[src/rtl/key_debounce_pkg.sv]
// Shared types and default timing for the multi-channel key debouncer.
package key_debounce_pkg;

    typedef enum logic [1:0] {
        IDLE         = 2'd0,
        PRESS_WAIT   = 2'd1,
        PRESSED      = 2'd2,
        RELEASE_WAIT = 2'd3
    } state_t;

    // 20 ms debounce and 1 s long-press at 50 MHz
    localparam int DEF_N_KEYS          = 4;
    localparam int DEF_DEBOUNCE_CYCLES = 1_000_000;
    localparam int DEF_LONG_CYCLES     = 50_000_000;
    localparam int DEF_KEY_ACTIVE_LOW  = 1;

endpackage

[src/rtl/key_debounce_chan.sv]
// One key channel: 2-flop synchroniser, debounce FSM, event pulses and toggle.
// Long-press detection is built when KEY_DEBOUNCE_LONG_PRESS_EN is defined.
module key_debounce_chan
    import key_debounce_pkg::*;
#(
    parameter int DEBOUNCE_CYCLES = DEF_DEBOUNCE_CYCLES,
    parameter int LONG_CYCLES     = DEF_LONG_CYCLES,
    parameter int KEY_ACTIVE_LOW  = DEF_KEY_ACTIVE_LOW
) (
    input  logic clk,
    input  logic rst,
    input  logic key_pin,
    output logic key_level,
    output logic key_press,
    output logic key_release,
    output logic key_toggle
`ifdef KEY_DEBOUNCE_LONG_PRESS_EN
    ,
    output logic key_long
`endif
);

    localparam int              CNT_W    = $clog2(DEBOUNCE_CYCLES);
    localparam logic [CNT_W-1:0] CNT_MAX = CNT_W'(DEBOUNCE_CYCLES - 1);
    localparam logic            REL_LVL  = (KEY_ACTIVE_LOW != 0);

    if (DEBOUNCE_CYCLES < 2 || LONG_CYCLES < 1) begin : g_bad_param
        $error("key_debounce_chan: DEBOUNCE_CYCLES must be >= 2 and LONG_CYCLES >= 1");
    end

    logic             sync_p0, sync_p1;
    logic             s;
    state_t           state, state_nxt;
    logic [CNT_W-1:0] cnt, cnt_nxt;
    logic             level_nxt, press_nxt, release_nxt, toggle_nxt;
    logic             enter_pressed;

    // Synchroniser stage: idles at the released pin level out of reset
    always_ff @(posedge clk or posedge rst) begin
        if (rst) begin
            sync_p0 <= REL_LVL;
            sync_p1 <= REL_LVL;
        end else begin
            sync_p0 <= key_pin;
            sync_p1 <= sync_p0;
        end
    end

    assign s = sync_p1 ^ REL_LVL;

    always_comb begin
        state_nxt     = state;
        cnt_nxt       = cnt;
        level_nxt     = key_level;
        press_nxt     = 1'b0;
        release_nxt   = 1'b0;
        toggle_nxt    = key_toggle;
        enter_pressed = 1'b0;
        case (state)
            IDLE: begin
                if (s) begin
                    state_nxt = PRESS_WAIT;
                    cnt_nxt   = '0;
                end
            end
            PRESS_WAIT: begin
                if (!s) begin
                    state_nxt = IDLE;
                end else if (cnt == CNT_MAX) begin
                    state_nxt     = PRESSED;
                    press_nxt     = 1'b1;
                    level_nxt     = 1'b1;
                    enter_pressed = 1'b1;
                end else begin
                    cnt_nxt = cnt + 1'b1;
                end
            end
            PRESSED: begin
                if (!s) begin
                    state_nxt = RELEASE_WAIT;
                    cnt_nxt   = '0;
                end
            end
            RELEASE_WAIT: begin
                if (s) begin
                    state_nxt = PRESSED;
                end else if (cnt == CNT_MAX) begin
                    state_nxt   = IDLE;
                    release_nxt = 1'b1;
                    level_nxt   = 1'b0;
                    toggle_nxt  = ~key_toggle;
                end else begin
                    cnt_nxt = cnt + 1'b1;
                end
            end
            default: begin
                state_nxt = IDLE;
                cnt_nxt   = '0;
            end
        endcase
    end

    // FSM and registered event outputs
    always_ff @(posedge clk or posedge rst) begin
        if (rst) begin
            state       <= IDLE;
            cnt         <= '0;
            key_level   <= 1'b0;
            key_press   <= 1'b0;
            key_release <= 1'b0;
            key_toggle  <= 1'b0;
        end else begin
            state       <= state_nxt;
            cnt         <= cnt_nxt;
            key_level   <= level_nxt;
            key_press   <= press_nxt;
            key_release <= release_nxt;
            key_toggle  <= toggle_nxt;
        end
    end

`ifdef KEY_DEBOUNCE_LONG_PRESS_EN
    localparam int               HCNT_W   = $clog2(LONG_CYCLES + 1);
    localparam logic [HCNT_W-1:0] HCNT_MAX = HCNT_W'(LONG_CYCLES);

    logic [HCNT_W-1:0] hcnt, hcnt_nxt;
    logic              long_nxt;

    // Hold time survives release bounces; saturation gives one pulse per press
    always_comb begin
        hcnt_nxt = hcnt;
        long_nxt = 1'b0;
        if (enter_pressed) begin
            hcnt_nxt = '0;
        end else if ((state == PRESSED || state == RELEASE_WAIT) && hcnt != HCNT_MAX) begin
            hcnt_nxt = hcnt + 1'b1;
            long_nxt = (hcnt == HCNT_MAX - 1'b1);
        end
    end

    always_ff @(posedge clk or posedge rst) begin
        if (rst) begin
            hcnt     <= '0;
            key_long <= 1'b0;
        end else begin
            hcnt     <= hcnt_nxt;
            key_long <= long_nxt;
        end
    end
`endif

endmodule

[src/rtl/key_debounce_multi.sv]
// N independent debounced key channels. Define KEY_DEBOUNCE_LONG_PRESS_EN
// to add per-channel long-press detection and the key_long output.
module key_debounce_multi
    import key_debounce_pkg::*;
#(
    parameter int N_KEYS          = DEF_N_KEYS,
    parameter int DEBOUNCE_CYCLES = DEF_DEBOUNCE_CYCLES,
    parameter int LONG_CYCLES     = DEF_LONG_CYCLES,
    parameter int KEY_ACTIVE_LOW  = DEF_KEY_ACTIVE_LOW
) (
    input  logic              clk,
    input  logic              rst,
    input  logic [N_KEYS-1:0] key_in,
    output logic [N_KEYS-1:0] key_level,
    output logic [N_KEYS-1:0] key_press,
    output logic [N_KEYS-1:0] key_release,
    output logic [N_KEYS-1:0] key_toggle
`ifdef KEY_DEBOUNCE_LONG_PRESS_EN
    ,
    output logic [N_KEYS-1:0] key_long
`endif
);

    if (N_KEYS < 1) begin : g_bad_param
        $error("key_debounce_multi: N_KEYS must be >= 1");
    end

    for (genvar i = 0; i < N_KEYS; i++) begin : g_chan
        key_debounce_chan #(
            .DEBOUNCE_CYCLES(DEBOUNCE_CYCLES),
            .LONG_CYCLES    (LONG_CYCLES),
            .KEY_ACTIVE_LOW (KEY_ACTIVE_LOW)
        ) u_chan (
            .clk        (clk),
            .rst        (rst),
            .key_pin    (key_in[i]),
            .key_level  (key_level[i]),
            .key_press  (key_press[i]),
            .key_release(key_release[i]),
            .key_toggle (key_toggle[i])
`ifdef KEY_DEBOUNCE_LONG_PRESS_EN
            ,
            .key_long   (key_long[i])
`endif
        );
    end

endmodule
[config.mk]
export PLATFORM = sky130hd
export DESIGN_NAME = key_debounce_multi
export DESIGN_NICKNAME = d
export VERILOG_FILES = /design/src/rtl/key_debounce_pkg.sv /design/src/rtl/key_debounce_chan.sv /design/src/rtl/key_debounce_multi.sv
export SDC_FILE = /design/constraint.sdc
export NUM_CORES = 1
export LEC_CHECK = 0
export CAP_MARGIN = 20
export CORE_ASPECT_RATIO = 0.8
export CORE_MARGIN = 1.5
export CORE_UTILIZATION = 50
export DETAILED_ROUTE_END_ITERATION = 10
export PLACE_DENSITY = 0.69
export RECOVER_POWER = 25
export SLEW_MARGIN = 20
export SYNTH_ARGS = -nofsm -noshare
export SYNTH_HDL_FRONTEND = slang
export SYNTH_SLANG_ARGS = --single-unit
[constraint.sdc]
create_clock -name clk -period 8.6 [get_ports clk]
set_clock_uncertainty 0.1 [all_clocks]
set_input_delay 2.58 -clock clk [delete_from_list [all_inputs] [get_ports clk]]
set_output_delay 2.58 -clock clk [all_outputs]
set_load 0.01 [all_outputs]
==> key figures, run 1 <==
Detailed routing
  • Vias per std cell: 6.00
  • Final WL: 11.8 mm
  • Initial DRC count: 341
  • DR pass1 iterations: 4
  • Routed Antenna Nets: 0
  • DR WL/cell: 15.5 µm
  • Residual DRC: 0
  • Vias: 4,565

Placement
  • Detail Placement HPWL: 7.88 mm
  • Cell Area, Placed: 6030 µm²
  • Routability cong.: 0.857
  • PortBufs: 21

Layout
  • Most common cell after layout, fill and taps aside: dfrtp_1
  • Share of cells above drive strength 1: 0.0587
  • # fillers: 1,044
  • Diodes inserted: 0
  • Layout area overhead: 7.53%
  • # nets final: 618
  • Final instance area: 6290 µm²
  • Most frequent cells in the layout: dfrtp_1 (104), nand2_1 (69), nor2_1 (50)
  • Final Util: 0.548

Status
  • Outcome: completed

Min path
  • Hold Crit Class: flip-flop to flip-flop

Synthesis
  • Syn Nets: 622
  • Yosys warns: 0
  • Async S/R FF share, synth: 1.00
  • Number of flops mapped to enable cells by yosys: 0
  • FF+latch count, synth: 112
  • Cells after synthesis: 612
  • Ys flop type: dfrtp_1
  • Average cell area after synthesis: 9.56 µm²
  • Synth cell types: 65
  • Syn Std Cell Area: 5850 µm²
  • Sequential area share after synthesis: 0.481

Clock tree
  • CTS root buffer: clkbuf_16
  • Clk buf depth: 2
  • Clock-pin slew on the worst setup and hold paths: 0.07 ns
  • Number of clock sinks: 112
  • Postcts setup bufs: 0
  • Hold Buf Count CTS: 0
  • CTS tree: built
  • Worst skew pair latency: 0.36 ns
  • CTS resizes: 0
  • CTS Buf Count: 9
  • CTS H-tree depth: 3

Timing
  • Min cycle time layout: 3.98 ns
  • FMAX: 252 MHz
  • Slew HR: 0.332
  • Setup_tns: 0 ns
  • Final slew viol count: 0
  • Unrepaired setup endpoints after global routing: no
  • Fin crit share: 0.462
  • Worst-Margin Slew: 1.00 ns
  • Final hold vios: 0
  • Final number of setup-violating endpoints: 0

Global routing
  • Initial antenna violation count: 0
  • Gr usage total: 0.206
  • Vias in the first global route: 4,203
  • First-pass GRT wire length: 20.1 mm
  • GRT overflow: 0
  • Largest net degree at the start of global routing: 77

Power and ir drop
  • Worst VDD drop: 0.110 mV
  • P per Cell Area: 167 nW/µm²
  • Leakage: 0.00266 µW
  • Post-layout total power: 1050 µW

Critical path
  • Cells on worst reg2reg path: 6
  • RR Endpoint: g_chan[2].u_chan.cnt[8]
  • Critical path destination: g_chan[2].u_chan.cnt[1]
  • Crit Path Max Fanout: 76
  • Critical path, cell by cell: clkdlybuf4s50_1 -> inv_4 -> buf_4
  • R2R Setup Slk: 5.51 ns
  • CP startpoint kind: primary input
  • Worst setup startpoint: rst
  • Worst stage delay on the critical path: 0.81 ns
  • Crit. End Element: asynchronous set/reset pin
  • Max stage delay cell, worst path: buf_4
  • Origin of the critical flop-to-flop path: g_chan[2].u_chan.cnt[0]
  • Crit path kind: primary input to asynchronous set/reset pin
  • Crit path DAT: 4.24 ns
  • Required @ worst endpoint: 8.86 ns

Job
  • Max Cap Viol: 0

Die
  • Core box area: 11,500 µm²
  • Die Ht: 99.8 µm
  • Chip width: 124 µm
  • Top Ports: 22
  • Area of the die: 12,400 µm²
  • Initial Util: 0.510
  • FP Rows: 35
==> layout make-up <==
class                      count  area [µm²]  area share
clock buffer                   9         225      0.0358
sequential                   112        2810       0.447
multi-input combinational    449        2720       0.432
clock inverter                 7        76.3      0.0121
inverter                      14        55.1     0.00875
tap                          148         185      0.0294
timing repair buffer          22         218      0.0346
==> flip-flops by register name, indices dropped and copies added (netlist names), named ones only <==
register and flops:
g_chan.u_chan.key_press 4, g_chan.u_chan.state 4, g_chan.u_chan.key_level 4, g_chan.u_chan.sync_p1 4
g_chan.u_chan.sync_p0 4, g_chan.u_chan.cnt 80, g_chan.u_chan.key_toggle 4, g_chan.u_chan.key_release 4
==> synth_stat cells (6+ instances only) <==
cell	count	area [µm²]
nor2_1	49	184
or4_1	6	45.0
xnor2_1	6	52.6
nor3_1	18	90.1
and2_1	7	43.8
dfstp_2	8	210
and4_1	6	52.6
nor4b_1	9	78.8
nand4_1	26	163
o21a_1	6	45.0
xor2_1	23	201
a21o_1	8	60.1
o31ai_1	11	82.6
inv_1	14	52.6
nand3_1	33	165
and3_1	10	62.6
nor4_1	7	43.8
nand2_1	69	259
or3_1	9	56.3
clkbuf_1	13	48.8
dfrtp_1	104	2600
o21ai_0	43	215
buf_4	17	128
a21oi_1	21	105
a22o_1	12	105
==> stage by stage <==
step | hold WS (ns) | setup slack, ns | cells
floorplan | 0.245 | 2.97 | 612
global placement | 0.246 | 4.12 | 745
detailed placement | 0.247 | 4.12 | 745
CTS | 0.258 | 4.50 | 761
global route | 0.268 | 4.30 | 761
finish | 0.257 | 4.62 | 761
==> report_power, final <==
part | internal, µW | switching (µW) | leakage, µW
clock | 229 | 203 | 0.000148
sequential | 542 | 23.0 | 0.00152
combinational | 19.9 | 33.8 | 0.000993
==> worst min path at each step <==
stage	startpoint	to	slack, ns	cells past startpoint
global route	g_chan[1].u_chan.sync_p0	g_chan[1].u_chan.sync_p1	0.27	0
global placement	g_chan[0].u_chan.sync_p0	g_chan[0].u_chan.sync_p1	0.25	0
detailed placement	g_chan[1].u_chan.sync_p0	g_chan[1].u_chan.sync_p1	0.25	0
floorplan	g_chan[0].u_chan.sync_p0	g_chan[0].u_chan.sync_p1	0.25	0
finish	g_chan[2].u_chan.sync_p0	g_chan[2].u_chan.sync_p1	0.26	0
CTS	g_chan[2].u_chan.sync_p0	g_chan[2].u_chan.sync_p1	0.26	0
==> worst max-delay path, delay by kind of cell <==
family                 cells  cell delay, ns
buffers and inverters      3            1.61
==> layer usage <==
layer  track usage  share of wire
met1         0.296           0.50
met2         0.308           0.45
met3        0.0516          0.042
met4        0.0629          0.010
met5             0              0
==> cell families after synthesis <==
group	after synthesis	synth area share
simple gates	278	0.256
compound gates	128	0.145
flops	112	0.481
buf+inv	51	0.0473
xor+xnor	30	0.0462
mux	9	0.0163
fa+ha+maj	4	0.00855
Note: power is estimated with default switching activity, not from simulation.
==> inputs of run 2 (changes only) <==
==> constraint.sdc (replaced) <==
create_clock -name clk -period 4 [get_ports clk]
set_clock_uncertainty 0.1 [all_clocks]
set_input_delay 1.2 -clock clk [delete_from_list [all_inputs] [get_ports clk]]
set_output_delay 1.2 -clock clk [all_outputs]
set_load 0.01 [all_outputs]
==> key figures, run 2 (same netlist as run 1, synthesis figures left out) <==
Critical path
  • R2R Setup Slk: 1.48 ns (-4.03 ns)
  • CP startpoint kind: primary input
  • Crit. End Element: asynchronous set/reset pin
  • Max stage delay cell, worst path: clkinvlp_2
  • Critical path, cell by cell: dlygate4sd3_1 -> clkinvlp_2 -> buf_4
  • Crit Path Max Fanout: 29 (-62%)
  • Required @ worst endpoint: 4.38 ns (-4.48 ns)
  • Worst stage delay on the critical path: 0.77 ns (-0.04 ns)
  • Crit path DAT: 2.97 ns (-1.27 ns)
  • Origin of the critical flop-to-flop path: g_chan[2].u_chan.cnt[0]
  • Cells on worst reg2reg path: 6 (unchanged)
  • RR Endpoint: g_chan[2].u_chan.cnt[9]
  • Crit path kind: primary input to asynchronous set/reset pin

Layout
  • Fin cells: 764 (+0.39%)
  • Most frequent cells in the layout: dfrtp_1 (104), nand2_1 (69), nor2_1 (50)
  • Most common cell after layout, fill and taps aside: dfrtp_1
  • Diodes inserted: 0 (unchanged)
  • Final instance area: 6360 µm² (+1.0%)
  • Largest Register: g_chan.u_chan.cnt
  • # fillers: 1,015 (-2.8%)
  • Multi-input gate area: 2750 µm² (+0.97%)
  • # nets final: 621 (+0.49%)
  • Layout area overhead: 8.64%
  • Share of cells above drive strength 1: 0.0747 (+0.0159)
  • Number of flip-flops in the largest register: 80 (unchanged)
  • Flip-flop and latch area: 2810 µm² (unchanged)

Detailed routing
  • Final WL: 11.8 mm (about the same)
  • DR pass1 iterations: 5 (+1)
  • Vias per std cell: 6.02 (+0.44%)
  • DR WL/cell: 15.5 µm (-0.34%)
  • Routed Antenna Nets: 0 (unchanged)
  • Vias: 4,603 (+0.83%)
  • Residual DRC: 0 (unchanged)
  • Initial DRC count: 437 (+28%)

Global routing
  • Largest net degree at the start of global routing: 44 (-43%)
  • Initial antenna violation count: 0 (unchanged)
  • Gr usage total: 0.206 (+0.000346)
  • GRT overflow: 0 (unchanged)
  • Vias in the first global route: 4,373 (+4.0%)
  • First-pass GRT wire length: 20.6 mm (+2.6%)

Placement
  • PortBufs: 21 (unchanged)
  • Routability cong.: 0.863 (+0.64%)
  • Total placed cells including tap cells: 748 (+0.40%)
  • Detail Placement HPWL: 7.99 mm (+1.3%)
  • Cell Area, Placed: 6070 µm² (+0.60%)

Die
  • Area of the die: 12,400 µm² (unchanged)
  • Initial Util: 0.510 (unchanged)
  • FP Rows: 35 (unchanged)
  • Die Ht: 99.8 µm (unchanged)
  • Core box area: 11,500 µm² (unchanged)
  • Chip width: 124 µm (unchanged)
  • Top Ports: 22 (unchanged)

Clock tree
  • Clk buf depth: 2 (unchanged)
  • CTS root buffer: clkbuf_16
  • CTS tree: built
  • Number of clock sinks: 112 (unchanged)
  • Hold Buf Count CTS: 0 (unchanged)
  • Worst skew pair latency: 0.36 ns (about the same)
  • Clock-pin slew on the worst setup and hold paths: 0.07 ns (about the same)
  • CTS resizes: 0 (unchanged)
  • CTS Buf Count: 9 (unchanged)
  • CTS H-tree depth: 3 (unchanged)
  • Postcts setup bufs: 0 (unchanged)

Min path
  • Hold Crit Class: flip-flop to flip-flop
  • Hold EP: g_chan[2].u_chan.sync_p1
  • Worst Hold Launch: g_chan[2].u_chan.sync_p0
  • Hold path depth: 0 (unchanged)

Power and ir drop
  • Sequential Power Share: 0.536 (about the same)
  • Leakage: 0.00267 µW (+0.47%)
  • Net Sw Frac: 0.244 (-0.00376)
  • Comb pwr share: 0.053 (+0.002)
  • Switching power: 553 µW (+110%)
  • Power Internal: 1720 µW (+120%)
  • P per Cell Area: 357 nW/µm² (+110%)
  • Clk pwr share: 0.411 (about the same)
  • Post-layout total power: 2270 µW (+120%)
  • Worst VDD drop: 0.243 mV (+120%)

Timing
  • Min cycle time layout: 2.59 ns
  • Final hold vios: 0 (unchanged)
  • Slew HR: 0.125 (-0.207)
  • FMAX: 386 MHz
  • Setup_tns: 0 ns (unchanged)
  • Fin crit share: 0.648
  • Final number of setup-violating endpoints: 0 (unchanged)
  • Final slew viol count: 0 (unchanged)
  • Worst-Margin Slew: 1.31 ns (+0.306 ns)
  • Unrepaired setup endpoints after global routing: no

Status
  • Outcome: completed

Job
  • Max Cap Viol: 0 (unchanged)
==> run 2: cell types whose count changed in the layout (fill, tap and decap cells not counted), sizes merged <==
| cell | previous run | this run |
|---|---|---|
| clkdlybuf4s50 | 21 | 16 |
| clkinvlp | 1 | 3 |
| buf | 1 | 4 |
| inv | 17 | 14 |
| dlygate4sd3 | 0 | 5 |
| clkbuf | 9 | 10 |
==> run 2: area by class of cell <==
cell class	count	area share
multi-input cells	449	0.432
flip-flops and latches	112	0.443
inverters	14	0.00846
clock inverters	6	0.0106
repair buffers	25	0.0398
well taps	148	0.0291
clock buffers	10	0.0376
==> run 2: power groups by stage <==
stage	combinational (µW)	sequential (µW)	clock, µW
2_1_floorplan	111	1210	0
3_3_place_gp	118	1230	0
3_5_place_dp	123	1240	0
4_1_cts	123	1220	955
5_1_grt	140	1220	999
6_report	119	1220	933
==> run 2: worst max path at each step <==
stage,startpoint,end,depth (start not counted)
2_1_floorplan,rst,asynchronous set/reset pin,1
3_3_place_gp,rst,g_chan[3].u_chan.sync_p1,3
3_5_place_dp,rst,g_chan[3].u_chan.sync_p1,3
4_1_cts,g_chan[2].u_chan.key_level,key_level[2],1
5_1_grt,rst,g_chan[3].u_chan.sync_p1,3
6_report,rst,g_chan[3].u_chan.sync_p1,3
==> run 2: critical path: cells and delay by family <==
family	cells	cell delay, ns
buffers and inverters	3	1.75
==> run 2: through the flow <==
step           hold WS, ns  worst slack [ns]   util
2_1_floorplan        0.245              1.35      -
3_3_place_gp         0.248              1.47  0.529
3_5_place_dp         0.247              1.45  0.529
4_1_cts              0.258              1.41  0.556
5_1_grt              0.265              1.18  0.554
6_report             0.257              1.41  0.554
==> run 2: routing by layer <==
layer / track usage / vias up / wire (µm)
li1: - / 2207 / -
met5: 0 / - / 0
met3: 0.0442 / 15 / 587
met2: 0.315 / 116 / 5340
met4: 0.0594 / 0 / 164
met1: 0.298 / 2265 / 5730
==> inputs of run 3 (changes only) <==
==> constraint.sdc (replaced) <==
create_clock -name clk -period 2.6 [get_ports clk]
set_clock_uncertainty 0.1 [all_clocks]
set_input_delay 0.78 -clock clk [delete_from_list [all_inputs] [get_ports clk]]
set_output_delay 0.78 -clock clk [all_outputs]
set_load 0.01 [all_outputs]
==> key figures, run 3 (same netlist as run 1, synthesis figures left out) <==
Min path
  • Hold Crit Class: flip-flop to flip-flop

Critical path
  • Required @ worst endpoint: 2.73 ns (-1.65 ns)
  • Max stage delay cell, worst path: or4_4
  • Worst stage delay on the critical path: 0.58 ns (-0.19 ns)
  • R2R Setup Slk: 0.36 ns (-1.12 ns)
  • Crit path DAT: 2.37 ns (-0.60 ns)
  • Crit path kind: flip-flop to flip-flop
  • Crit. End Element: flip-flop
  • Crit Path Max Fanout: 9 (-69%)
  • Critical path, cell by cell: ha_1 -> nand3_2 -> or4_4 -> o21bai_4 -> or2_2 -> o31ai_1
  • CP startpoint kind: flip-flop

Global routing
  • First-pass GRT wire length: 20.5 mm (-0.20%)
  • Initial antenna violation count: 0 (unchanged)
  • Gr usage total: 0.206 (about the same)
  • Largest net degree at the start of global routing: 32 (-27%)
  • Vias in the first global route: 4,364 (-0.21%)
  • GRT overflow: 0 (unchanged)

Detailed routing
  • Residual DRC: 0 (unchanged)
  • Vias per std cell: 5.92 (-1.8%)
  • DR WL/cell: 15.1 µm (-2.4%)
  • Vias: 4,597 (-0.13%)
  • Initial DRC count: 421 (-3.7%)
  • DR pass1 iterations: 5 (unchanged)
  • Final WL: 11.7 mm (-0.74%)
  • Routed Antenna Nets: 0 (unchanged)

Clock tree
  • Clk buf depth: 2 (unchanged)
  • CTS root buffer: clkbuf_16
  • CTS resizes: 0 (unchanged)
  • CTS Buf Count: 9 (unchanged)
  • Clock-pin slew on the worst setup and hold paths: 0.07 ns (about the same)
  • CTS H-tree depth: 3 (unchanged)
  • Worst skew pair latency: 0.35 ns (about the same)
  • Postcts setup bufs: 0 (unchanged)
  • Number of clock sinks: 112 (unchanged)
  • Hold Buf Count CTS: 0 (unchanged)
  • CTS tree: built

Layout
  • Largest Register: g_chan.u_chan.cnt
  • # fillers: 972 (-4.2%)
  • Number of flip-flops in the largest register: 80 (unchanged)
  • Diodes inserted: 0 (unchanged)
  • Most frequent cells in the layout: dfrtp_1 (104), nand2_1 (69), nor2_1 (49)
  • Final Util: 0.564 (+0.0100)
  • Most common cell after layout, fill and taps aside: dfrtp_1
  • # nets final: 634 (+2.1%)
  • Share of cells above drive strength 1: 0.102 (+0.0271)
  • Layout area overhead: 10.6%
  • Final instance area: 6470 µm² (+1.8%)

Power and ir drop
  • Post-layout total power: 3410 µW (+50%)
  • Leakage: 0.00274 µW (+2.7%)
  • Worst VDD drop: 0.397 mV (+63%)
  • P per Cell Area: 526 nW/µm² (+47%)

Job
  • Max Cap Viol: 0 (unchanged)

Die
  • Initial Util: 0.510 (unchanged)
  • Top Ports: 22 (unchanged)
  • Chip width: 124 µm (unchanged)
  • Area of the die: 12,400 µm² (unchanged)
  • Die Ht: 99.8 µm (unchanged)
  • Core box area: 11,500 µm² (unchanged)
  • FP Rows: 35 (unchanged)

Timing
  • Fin crit share: 0.861
  • Setup_tns: 0 ns (unchanged)
  • Slew HR: 0.231 (+0.106)
  • Worst-Margin Slew: 1.15 ns (-0.158 ns)
  • Post-route setup slack: 0.362 ns (-1.04 ns)
  • Unrepaired setup endpoints after global routing: no
  • Final slew viol count: 0 (unchanged)
  • Final number of setup-violating endpoints: 0 (unchanged)
  • Final hold vios: 0 (unchanged)
  • FMAX: 447 MHz
  • Min cycle time layout: 2.24 ns

Placement
  • Detail Placement HPWL: 8.06 mm (+0.88%)
  • Dpl ws: 0.376 ns (-1.08 ns)
  • PortBufs: 21 (unchanged)
  • Cell Area, Placed: 6190 µm² (+2.0%)
  • Routability cong.: 0.857 (-0.66%)

Status
  • Outcome: completed
## run 3: changes by cell type in the layout (fill, tap and decap cells not counted), sizes merged
cell      change
buf          +13
clkbuf        +2
bufinv        -1
clkinvlp      -1
## run 3: path summary, 6_finish.rpt
kind                                          start                  endpoint  cells past startpoint
min                        g_chan[2].u_chan.sync_p0  g_chan[2].u_chan.sync_p1                      0
min in group asynchronous                       rst   g_chan[1].u_chan.cnt[1]                      2
min reg2reg                g_chan[2].u_chan.sync_p0  g_chan[2].u_chan.sync_p1                      0
max reg2reg                 g_chan[2].u_chan.cnt[0]   g_chan[2].u_chan.cnt[9]                      6
max in group asynchronous                       rst  g_chan[0].u_chan.sync_p1                      3
max                         g_chan[2].u_chan.cnt[0]   g_chan[2].u_chan.cnt[9]                      6
## run 3: layout make-up
class / instances / area [µm²] / area share
Clock buffer: 12 / 256 / 0.0396
Tap cell: 148 / 185 / 0.0286
Timing Repair Buffer: 38 / 375 / 0.0580
Multi-Input combinational cell: 449 / 2760 / 0.427
Sequential cell: 112 / 2810 / 0.435
Clock inverter: 4 / 26.3 / 0.00406
Inverter: 14 / 53.8 / 0.00831
## run 3: metal layers
layer / wire [µm] / vias to the layer above / share of wire / GRT usage
met4: 122 / 0 / 0.010 / 0.0533
li1: - / 2244 / - / -
met2: 5330 / 94 / 0.45 / 0.319
met1: 5800 / 2249 / 0.49 / 0.295
met5: 0 / - / 0 / 0
met3: 484 / 10 / 0.041 / 0.0453
## run 3: per-stage QoR
step           hold slack (ns)  cells
6_report                 0.259    777
5_1_grt                  0.263    777
4_1_cts                  0.261    777
3_5_place_dp             0.248    761
3_3_place_gp             0.248    761
2_1_floorplan            0.245    612
## run 3: power breakdown
group	total [µW]	switching (µW)	leakage, µW	internal (µW)
Combinational	209	123	0.00108	85.9
Sequential	1870	71.9	0.00152	1790
Clock	1330	628	0.000139	704
## run 3: critical path: cells and delay by family (launching register included)
| kind | cells | cell delay (ns) |
|---|---|---|
| AO/OA/AOI/OAI | 2 | 0.32 |
| AND/OR/NAND/NOR | 3 | 1.03 |
| flip-flops | 1 | 0.42 |
| adder cells (fa/ha/maj) | 1 | 0.24 |
